## src/rtl/hsv_pkg.sv

```systemverilog
// Shared types for the hsv2rgb request scheduler: component width,
// in-flight tag layout and the owner one-hot decoder.
package hsv_pkg;

    localparam int COMP_W  = 8;
    localparam int MAX_REQ = 8;
    localparam int OWNER_W = 3;

    // Owner field sized for the largest supported requester count.
    typedef struct packed {
        logic               valid;
        logic [OWNER_W-1:0] owner;
    } tag_t;

    typedef enum logic {
        ARB_IDLE,
        ARB_OWNED
    } arb_state_t;

    function automatic logic [MAX_REQ-1:0] onehot(input logic [OWNER_W-1:0] owner);
        return MAX_REQ'(1) << owner;
    endfunction

endpackage

```

## src/rtl/rr_burst_arb.sv

```systemverilog
// Round-robin arbiter with a per-owner burst limit. The grant is a
// combinational function of req_valid and the registered owner state.
module rr_burst_arb
    import hsv_pkg::*;
#(
    parameter int NREQ  = 4,
    parameter int BURST = 4,
    parameter int IDW   = 2
) (
    input  logic            clk,
    input  logic            rst,
    input  logic [NREQ-1:0] req_valid,
    output logic [NREQ-1:0] grant,
    output logic [IDW-1:0]  grant_idx,
    output logic            grant_any
);

    localparam int CW = (BURST > 1) ? $clog2(BURST) : 1;

    arb_state_t     state;
    logic [IDW-1:0] ptr;
    logic [CW-1:0]  cnt;

    logic [NREQ-1:0] own_mask;
    logic            others;
    logic            keep;
    logic            rot_any;
    logic [IDW-1:0]  rot_idx;
    logic            any_next;
    logic [IDW-1:0]  idx_next;

    // First valid requester strictly after base, wrapping; base itself is last.
    function automatic logic [IDW:0] next_valid(input logic [NREQ-1:0] v,
                                                input logic [IDW-1:0]  base);
        logic [IDW:0] r;
        int           idx;
        r = '0;
        for (int off = NREQ; off >= 1; off--) begin
            idx = (int'(base) + off) % NREQ;
            if (v[idx]) r = {1'b1, IDW'(idx)};
        end
        return r;
    endfunction

    always_comb begin
        own_mask           = NREQ'(onehot(OWNER_W'(ptr)));
        others             = |(req_valid & ~own_mask);
        keep               = (state == ARB_OWNED) && req_valid[ptr] &&
                             ((int'(cnt) < BURST - 1) || !others);
        {rot_any, rot_idx} = next_valid(req_valid, ptr);
        any_next           = keep || rot_any;
        idx_next           = keep ? ptr : rot_idx;
    end

    // Nothing is granted while reset is held.
    assign grant_any = rst && any_next;
    assign grant_idx = idx_next;
    assign grant     = grant_any ? NREQ'(onehot(OWNER_W'(idx_next))) : '0;

    always_ff @(posedge clk or negedge rst) begin
        if (!rst) begin
            state <= ARB_IDLE;
            ptr   <= '0;
            cnt   <= '0;
        end else if (any_next) begin
            state <= ARB_OWNED;
            ptr   <= idx_next;
            if (keep)
                cnt <= (int'(cnt) < BURST - 1) ? cnt + CW'(1) : cnt;
            else
                cnt <= '0;
        end else begin
            state <= ARB_IDLE;
            cnt   <= '0;
        end
    end

endmodule

```

## src/rtl/hsv2rgb_sched.sv

```systemverilog
// Shares one pipelined hsv2rgb converter among NREQ requesters and routes
// each result back to its issuer using a tag pipeline matched to the latency.
module hsv2rgb_sched
    import hsv_pkg::*;
#(
    parameter int NREQ    = 4,
    parameter int LATENCY = 3,
    parameter int BURST   = 4,
    parameter int IDW     = 2
) (
    input  logic                   clk,
    input  logic                   rst,
    input  logic [NREQ-1:0]        req_valid,
    input  logic [COMP_W*NREQ-1:0] req_h,
    input  logic [COMP_W*NREQ-1:0] req_s,
    input  logic [COMP_W*NREQ-1:0] req_v,
    output logic [NREQ-1:0]        req_ready,
    output logic [COMP_W-1:0]      cv_h,
    output logic [COMP_W-1:0]      cv_s,
    output logic [COMP_W-1:0]      cv_v,
    input  logic [COMP_W-1:0]      cv_r,
    input  logic [COMP_W-1:0]      cv_g,
    input  logic [COMP_W-1:0]      cv_b,
    output logic [NREQ-1:0]        res_valid,
    output logic [COMP_W-1:0]      res_r,
    output logic [COMP_W-1:0]      res_g,
    output logic [COMP_W-1:0]      res_b,
    output logic                   busy
);

    logic [NREQ-1:0] grant;
    logic [IDW-1:0]  grant_idx;
    logic            grant_any;

    rr_burst_arb #(
        .NREQ  (NREQ),
        .BURST (BURST),
        .IDW   (IDW)
    ) u_arb (
        .clk       (clk),
        .rst       (rst),
        .req_valid (req_valid),
        .grant     (grant),
        .grant_idx (grant_idx),
        .grant_any (grant_any)
    );

    assign req_ready = grant;

    always_ff @(posedge clk or negedge rst) begin
        if (!rst) begin
            cv_h <= '0;
            cv_s <= '0;
            cv_v <= '0;
        end else if (grant_any) begin
            cv_h <= req_h[int'(grant_idx)*COMP_W +: COMP_W];
            cv_s <= req_s[int'(grant_idx)*COMP_W +: COMP_W];
            cv_v <= req_v[int'(grant_idx)*COMP_W +: COMP_W];
        end
    end

    // Stage LATENCY lines up with the converter output for the same launch.
    tag_t tag_in;
    tag_t tag_pipe [LATENCY+1];

    always_comb begin
        tag_in.valid = grant_any;
        tag_in.owner = OWNER_W'(grant_idx);
    end

    always_ff @(posedge clk or negedge rst) begin
        if (!rst) begin
            for (int i = 0; i <= LATENCY; i++) tag_pipe[i] <= '0;
        end else begin
            tag_pipe[0] <= tag_in;
            for (int i = 1; i <= LATENCY; i++) tag_pipe[i] <= tag_pipe[i-1];
        end
    end

    logic [LATENCY:0] inflight;

    generate
        for (genvar gi = 0; gi <= LATENCY; gi++) begin : g_inflight
            assign inflight[gi] = tag_pipe[gi].valid;
        end
    endgenerate

    assign busy      = grant_any || (|inflight);
    assign res_valid = tag_pipe[LATENCY].valid ?
                       NREQ'(onehot(tag_pipe[LATENCY].owner)) : '0;
    assign res_r     = cv_r;
    assign res_g     = cv_g;
    assign res_b     = cv_b;

endmodule
```

## config.mk

```make
export PLATFORM = sky130hd
export DESIGN_NAME = hsv2rgb_sched
export DESIGN_NICKNAME = d
export VERILOG_FILES = /design/src/rtl/hsv_pkg.sv /design/src/rtl/rr_burst_arb.sv /design/src/rtl/hsv2rgb_sched.sv
export SDC_FILE = /design/constraint.sdc
export NUM_CORES = 1
export LEC_CHECK = 0
export CAP_MARGIN = 15
export CORE_MARGIN = 2
export CORE_UTILIZATION = 35
export CTS_CLUSTER_SIZE = 8
export DETAILED_ROUTE_END_ITERATION = 8
export PLACE_DENSITY = 0.92
export SETUP_SLACK_MARGIN = 0.5
export SYNTH_ARGS = -nofsm -noshare
export SYNTH_HDL_FRONTEND = slang
export SYNTH_SLANG_ARGS = --single-unit
```

## constraint.sdc

```tcl
create_clock -name clk -period 4.6 [get_ports clk]
set_input_delay 1.15 -clock clk [delete_from_list [all_inputs] [get_ports clk]]
set_output_delay 1.15 -clock clk [all_outputs]
set_load 0.05 [all_outputs]
```

; Yosys cells after proc, flatten, opt, wreduce, memory -nomap -nowiden
; Cells that the tools add are included.
[word_totals]
reg_bits = 41
in_bits = 126
output_inout_bits = 57
elab_cells = 76
[classes]
addsub = 5
magnitude_cmp = 6
n_eq_ne = 1
n_shift = 6
mux = 25
bitwise_logic = 6
n_reduce_logical = 13
[ops]
columns = operator, n
row1 = variable part select 32 x 6 -> 8 bit, 3
row2 = less-than comparator 3 x 4 -> 1 bit (second input constant), 4
row3 = 2-to-1 mux 3 bit, 4
row4 = << shifter 1 x 2 -> 4 bit (first input constant), 3
row5 = binary-select mux 1 bit (select 2 bit), 5
row6 = 2-to-1 mux 1 bit, 10
row7 = 2-to-1 mux 2 bit, 4
row8 = 2-to-1 mux 4 bit, 2
row9 = OR reduction 2 bit, 4
row10 = OR reduction 4 bit, 2
row11 = adder 2 x 1 -> 2 bit (second input constant), 3
row12 = adder 2 bit (second input constant), 2
row13 = bitwise AND 1 bit (first input constant), 4
row14 = bitwise AND 4 bit, 1
row15 = inverter 4 bit, 1
row16 = logical AND 1 bit, 3
row17 = logical OR 1 bit, 3
row18 = less-than comparator 2 x 3 -> 1 bit (second input constant), 1
row19 = != test 3 bit (second input constant), 1
row20 = less-than comparator 2 bit (second input constant), 1
row21 = zero test 1 bit, 1

; Longest topological paths before layout
[logic_depth]
ltp_word = 13
mapped_depth = 12
mapped_depth_nobuf = 9

; Hierarchy
; A second synthesis with hierarchy kept.
[hier_totals]
cells_unflattened = 242
area_unflattened_um2 = 2670.1
[modules_own_cells]
columns = module, instances, cells_per_inst, area_each_um2, seq_area_each_um2
row1 = hsv2rgb_sched, 1, 179, 2092.0, 900.9
row2 = rr_burst_arb, 1, 63, 578.1, 125.1

; Worst setup path before layout
; No wires, ideal clock.
[synth_timing]
kind = input -> output
start = input req_valid[3]
end = output req_ready[1]
t_arrival_ps = 3770
required_ps = 3450
slack_ps = -320
path_stages = 8
n_path_buf = 2
cell_sequence = mux2_1 -> o221ai_1 -> a22oi_1 -> o221a_1 -> or3_1 -> buf_6 -> buf_6 -> nor3_1
[synth_between]
elab_chain_len = 10
elab_cells_between_ends = 29
classes_between = 1 x shift / 20 x mux / 1 x bitwise / 7 x reduce/logical
[synth_lines]
columns = element, line
row1 = from (decl), hsv2rgb_sched.sv:13  ; input logic [NREQ-1:0] req_valid,
row2 = binary-select mux 1 bit (select 2 bit), rr_burst_arb.sv:40  ; if (v[idx]) r = {1'b1, IDW'(idx)};
row3 = 2-to-1 mux 1 bit (implied by the code) (2 in a row), rr_burst_arb.sv:40
row4 = 2-to-1 mux 3 bit (4 in a row), rr_burst_arb.sv:40
row5 = 2-to-1 mux 2 bit or logical OR 1 bit (tied branches), "rr_burst_arb.sv:52, rr_burst_arb.sv:51"
row6 = << shifter 1 x 2 -> 4 bit or logical AND 1 bit (tied branches), "hsv_pkg.sv:21, rr_burst_arb.sv:56"
row7 = 2-to-1 mux 4 bit (*), rr_burst_arb.sv:58  ; assign grant = grant_any ? NREQ'(onehot(OWNER_W'(idx_next))) : '0;
row8 = to (decl), hsv2rgb_sched.sv:17  ; output logic [NREQ-1:0] req_ready,
; Every way passes the cells marked *; elsewhere a longest branch is shown, timed or not. The select of a mux whose other input is x is not followed.

; Worst setup path after layout
[layout_timing]
start = input req_valid[2]
end = output req_ready[3]
[layout_between]
elab_chain_len = 10
elab_cells_between_ends = 29
classes_between = 1 x shift / 20 x mux / 1 x bitwise / 7 x reduce/logical
[layout_lines]
columns = element, line
row1 = binary-select mux 1 bit (select 2 bit), rr_burst_arb.sv:40
row2 = 2-to-1 mux 1 bit (implied by the code) (2 in a row), rr_burst_arb.sv:40
row3 = 2-to-1 mux 3 bit (4 in a row), rr_burst_arb.sv:40
row4 = 2-to-1 mux 2 bit (*), rr_burst_arb.sv:52  ; idx_next = keep ? ptr : rot_idx;
row5 = net grant_idx[0], hsv2rgb_sched.sv:32  ; logic [IDW-1:0] grant_idx;
row6 = << shifter 1 x 2 -> 4 bit (*), hsv_pkg.sv:21  ; return MAX_REQ'(1) << owner;
row7 = 2-to-1 mux 4 bit (*), rr_burst_arb.sv:58
; Mark *: on every way through the listed nets, which the timed path passes. The rest lies on a longest branch. The select of a mux whose other input is x is not followed.

==> summary.txt <==
Synth
  • Commonest register cell after synthesis: sky130_fd_sc_hd__dfrtp_1
  • Gate Count Post-Synth: 243
  • Cell with the most instances after synthesis: sky130_fd_sc_hd__mux2i_1
  • Synth area leader: sky130_fd_sc_hd__dfrtp_1
  • Leading post-synthesis cells by cell area: sky130_fd_sc_hd__dfrtp_1 (40%), sky130_fd_sc_hd__mux2i_1 (19%), sky130_fd_sc_hd__a221oi_1 (8.3%)
  • Post-synthesis instance area: ~2500 µm²
  • Area share of the leading cell type in the synthesized netlist: approximately two fifths
  • Share of the yosys chip area belonging to registers: just over 40%
  • Post-Synthesis Mean Instance Area: 10.44 µm²
  • Post-Syn Nets: roughly 370
  • Number of flops mapped to enable cells by yosys: 0
  • Number of flip-flops and latches in the synthesized netlist: 41
  • Netlist cell types: 37
  • Async set or reset register ratio after synthesis: 100.0%
  • Total of warnings raised by yosys: 0
  • Leading cell types by count after synthesis: sky130_fd_sc_hd__mux2i_1 (49), sky130_fd_sc_hd__dfrtp_1 (41), sky130_fd_sc_hd__nor2_1 (33)

Final layout
  • Final Util: between 50% and 60%
  • Fraction of layout instances using a drive strength above 1: between 10% and 20%
  • Post-route design area: between 4000 and 5000 µm²
  • Area grow syn2layout: 61.83%
  • Post-layout net count: ~490

Setup path
  • Critical path required time: between 3 and 4 ns
  • Crit-path max cell delay: 0.44 ns
  • Kind of critical path: in2out
  • Kind of end point of the critical path: primary output
  • Crit start category: input port
  • Worst-path cell with the longest stage delay: sky130_fd_sc_hd__o41ai_4
  • Arrival time reported for the critical path endpoint: slightly below 3 ns
  • Worst-path cell chain: buf_8 > nor2b_4 > o41ai_4 > a22oi_2 > o221a_1 > or3_4 > inv_4 > and2_4 > buf_12
  • Crit path max fanout: 4

Power
  • Leakage: about 1.8 nW
  • Part of the total power dissipated in the clock network: 9.0%
  • Register share of total power: between 20% and 30%
  • Worst vdd rail ir drop: around 0.00036 V
  • Post-route total power: between 0.002 and 0.003 W
  • Internal power component: approximately 0.0015 W
  • Sw frac: between 40% and 50%
  • Logic gate share of total power: 69.1%
  • Total power per unit cell area: between 600 and 700 nW/µm²
  • Sw power: 0.001326 W

CTS
  • Number of sinks on the clock net: slightly above 40
  • TritonCTS clock tree: done
  • Clock insertion delay at the later pin of the skew report: 0.28 ns
  • Longest Clk Path Bufs: 2
  • CTS Buf Count: 5
  • Buffer cell driving the clock tree root: sky130_fd_sc_hd__clkbuf_8
  • Clk slew on worst S/H paths: approximately 0.070 ns
  • CTS H-Tree Depth: 2

Die
  • Area of the core: between 7000 and 8000 µm²
  • Width of the die: between 80 and 90 µm
  • Starting density of the core: about 36%
  • Y dimension of the die: approximately 90 µm
  • Count of boundary I/O pins: ~180
  • Die Area: ~7900 µm²
  • Std cell rows: 31

Routing
  • Ratio of routed vias to standard cells: slightly above 5
  • Number of iterations in the first detailed-routing pass: 4
  • Wire length per cell after detailed routing: approximately 17 µm
  • Initial drt markers: 86
  • Routed vias: approximately 2,400
  • Routed Antenna Nets: 0
  • Total wirelength of the detailed-routed design: ~7.8 mm
  • DR DRC count: 0

Placed design
  • Count of port buffers added during placement: between 100 and 150
  • Final weighted congestion of routability-driven global placement: between 0.7 and 0.8
  • Placement Cell Area: 3889 µm²
  • HPWL after detailed placement: 5.827 mm
  • Pre-CTS setup slack: -0.08383 ns

Timing
  • Worst-case headroom to the max-slew limit: between 50% and 60%
  • Setup repair after global routing missed its margin: true
  • Final-layout worst hold slack: 0.3497 ns
  • Worst Max-Slew Pin Slew: 0.6524 ns
  • Final critical-path share of the clock period: 89.01%
  • Final Setup Violations: 0
  • Post-route minimum period: 4.094 ns
  • Number of max-slew violations in the final report: 0
  • Peak clock frequency supported by timing: around 240 MHz
  • Fin worst setup slack: 0.5055 ns
  • Count of endpoints failing hold in the final timing report: 0
  • Post-Route Skew: 0.006237 ns

GRT
  • Pin count of the biggest net entering global routing: 42
  • Via count of the first global-routing pass: between 2,000 and 2,500
  • GRT Total Usage: 18.67%
  • Antenna violations before repair: 1
  • Remaining global-route overflow: 0
  • Wire length of the first global-routing pass: ~11 mm

Outcome
  • Status: finished clean

Run
  • Number of max-cap violations: 0

Worst hold path
  • Worst hold path class: reg2reg
## timing repair
action	in CTS	in global routing
setup endpoints to repair	4	4
hold buffers	0	0
buffers inserted	3	1
pin swaps	7	7
gates resized for setup	30	13
## metrics by stage
step	TNS, ns	std cells
6_report	0	462
5_1_grt	0	462
4_1_cts	0	460
3_5_place_dp	-0.1661	449
3_3_place_gp	0	449
2_1_floorplan	0	243
## metal layers
layer / vias up / part of all wire [%] / global-route usage (%)
met1: 1125 / 38 / 22.07
met3: 20 / 8.4 / 5.355
met2: 126 / 51 / 31.58
li1: 1100 / - / -
met5: - / 0 / 0
met4: 0 / 3.1 / 8.141
## cell families (layout without fill, tap and decap cells)
kind of cell / after synthesis / count (layout) / synth area share, %
mux: 52 / 52 / 20.66
buf+inv: 43 / 162 / 11.78
compound gates: 39 / 39 / 13.17
other cells: 0 / 1 / 0
simple gates: 62 / 62 / 11.14
fa+ha+maj: 5 / 5 / 2.465
xor+xnor: 1 / 1 / 0.3452
flops: 41 / 41 / 40.43
## cells in the final DEF (no fill, tap or decap), types with 3 or more instances in the layout
master,synthesis,layout
sky130_fd_sc_hd__buf_4,24,16
sky130_fd_sc_hd__dfrtp_1,41,39
sky130_fd_sc_hd__ha_1,5,5
sky130_fd_sc_hd__a221oi_1,24,24
sky130_fd_sc_hd__nor2_1,33,32
sky130_fd_sc_hd__buf_12,0,3
sky130_fd_sc_hd__nor3_1,5,3
sky130_fd_sc_hd__mux2i_1,49,49
sky130_fd_sc_hd__clkbuf_8,0,7
sky130_fd_sc_hd__nand2_1,8,8
sky130_fd_sc_hd__buf_6,6,5
sky130_fd_sc_hd__clkdlybuf4s50_1,0,124
sky130_fd_sc_hd__nor2b_4,0,4
## state kept, by name (all words and copies together) (netlist names)
name,cells
cv_h,8
tag_pipe,8
u_arb.ptr,2
cv_v,8
u_arb.state,1
u_arb.cnt,2
inflight,4
cv_s,8
## critical path: cells and delay by family
kind,cells,cell delay [ns]
AO/OA/AOI/OAI,3,0.79
buffers and inverters,3,0.31
AND/OR/NAND/NOR,3,0.69
## area by class of cell
type	count	area [µm²]
flip-flops and latches	41	1028
clock inverters	1	5.005
clock buffers	7	96.34
fillers	613	3030
repair buffers	150	1498
multi-input cells	159	1335
diodes	1	2.502
well taps	99	123.9
inverters	4	17.52
## power by group through the flow
| stage | Clock, W | Sequential, W | Combinational, W |
|---|---|---|---|
| global placement | 0 | 0.000626 | 0.00176 |
| CTS | 0.000261 | 0.000610 | 0.00191 |
| floorplan | 0 | 0.000963 | 0.00101 |
| finish | 0.000251 | 0.000611 | 0.00193 |
| detailed placement | 0 | 0.000633 | 0.00180 |
| global route | 0.000279 | 0.000628 | 0.00204 |
## final timing paths
check	start	slack, ns	depth (start not counted)	endpoint
hold reg to reg	tag_pipe[8]	0.35	0	tag_pipe[4]
max in group asynchronous	rst	3.24	2	u_arb.ptr[0]
hold / removal	tag_pipe[8]	0.35	0	tag_pipe[4]
setup reg to reg	u_arb.ptr[0]	1.27	11	cv_v[6]
setup / recovery	req_valid[2]	0.51	9	req_ready[3]
min in group asynchronous	rst	0.96	2	inflight[0]
Note: power is estimated with default switching activity, not from simulation.
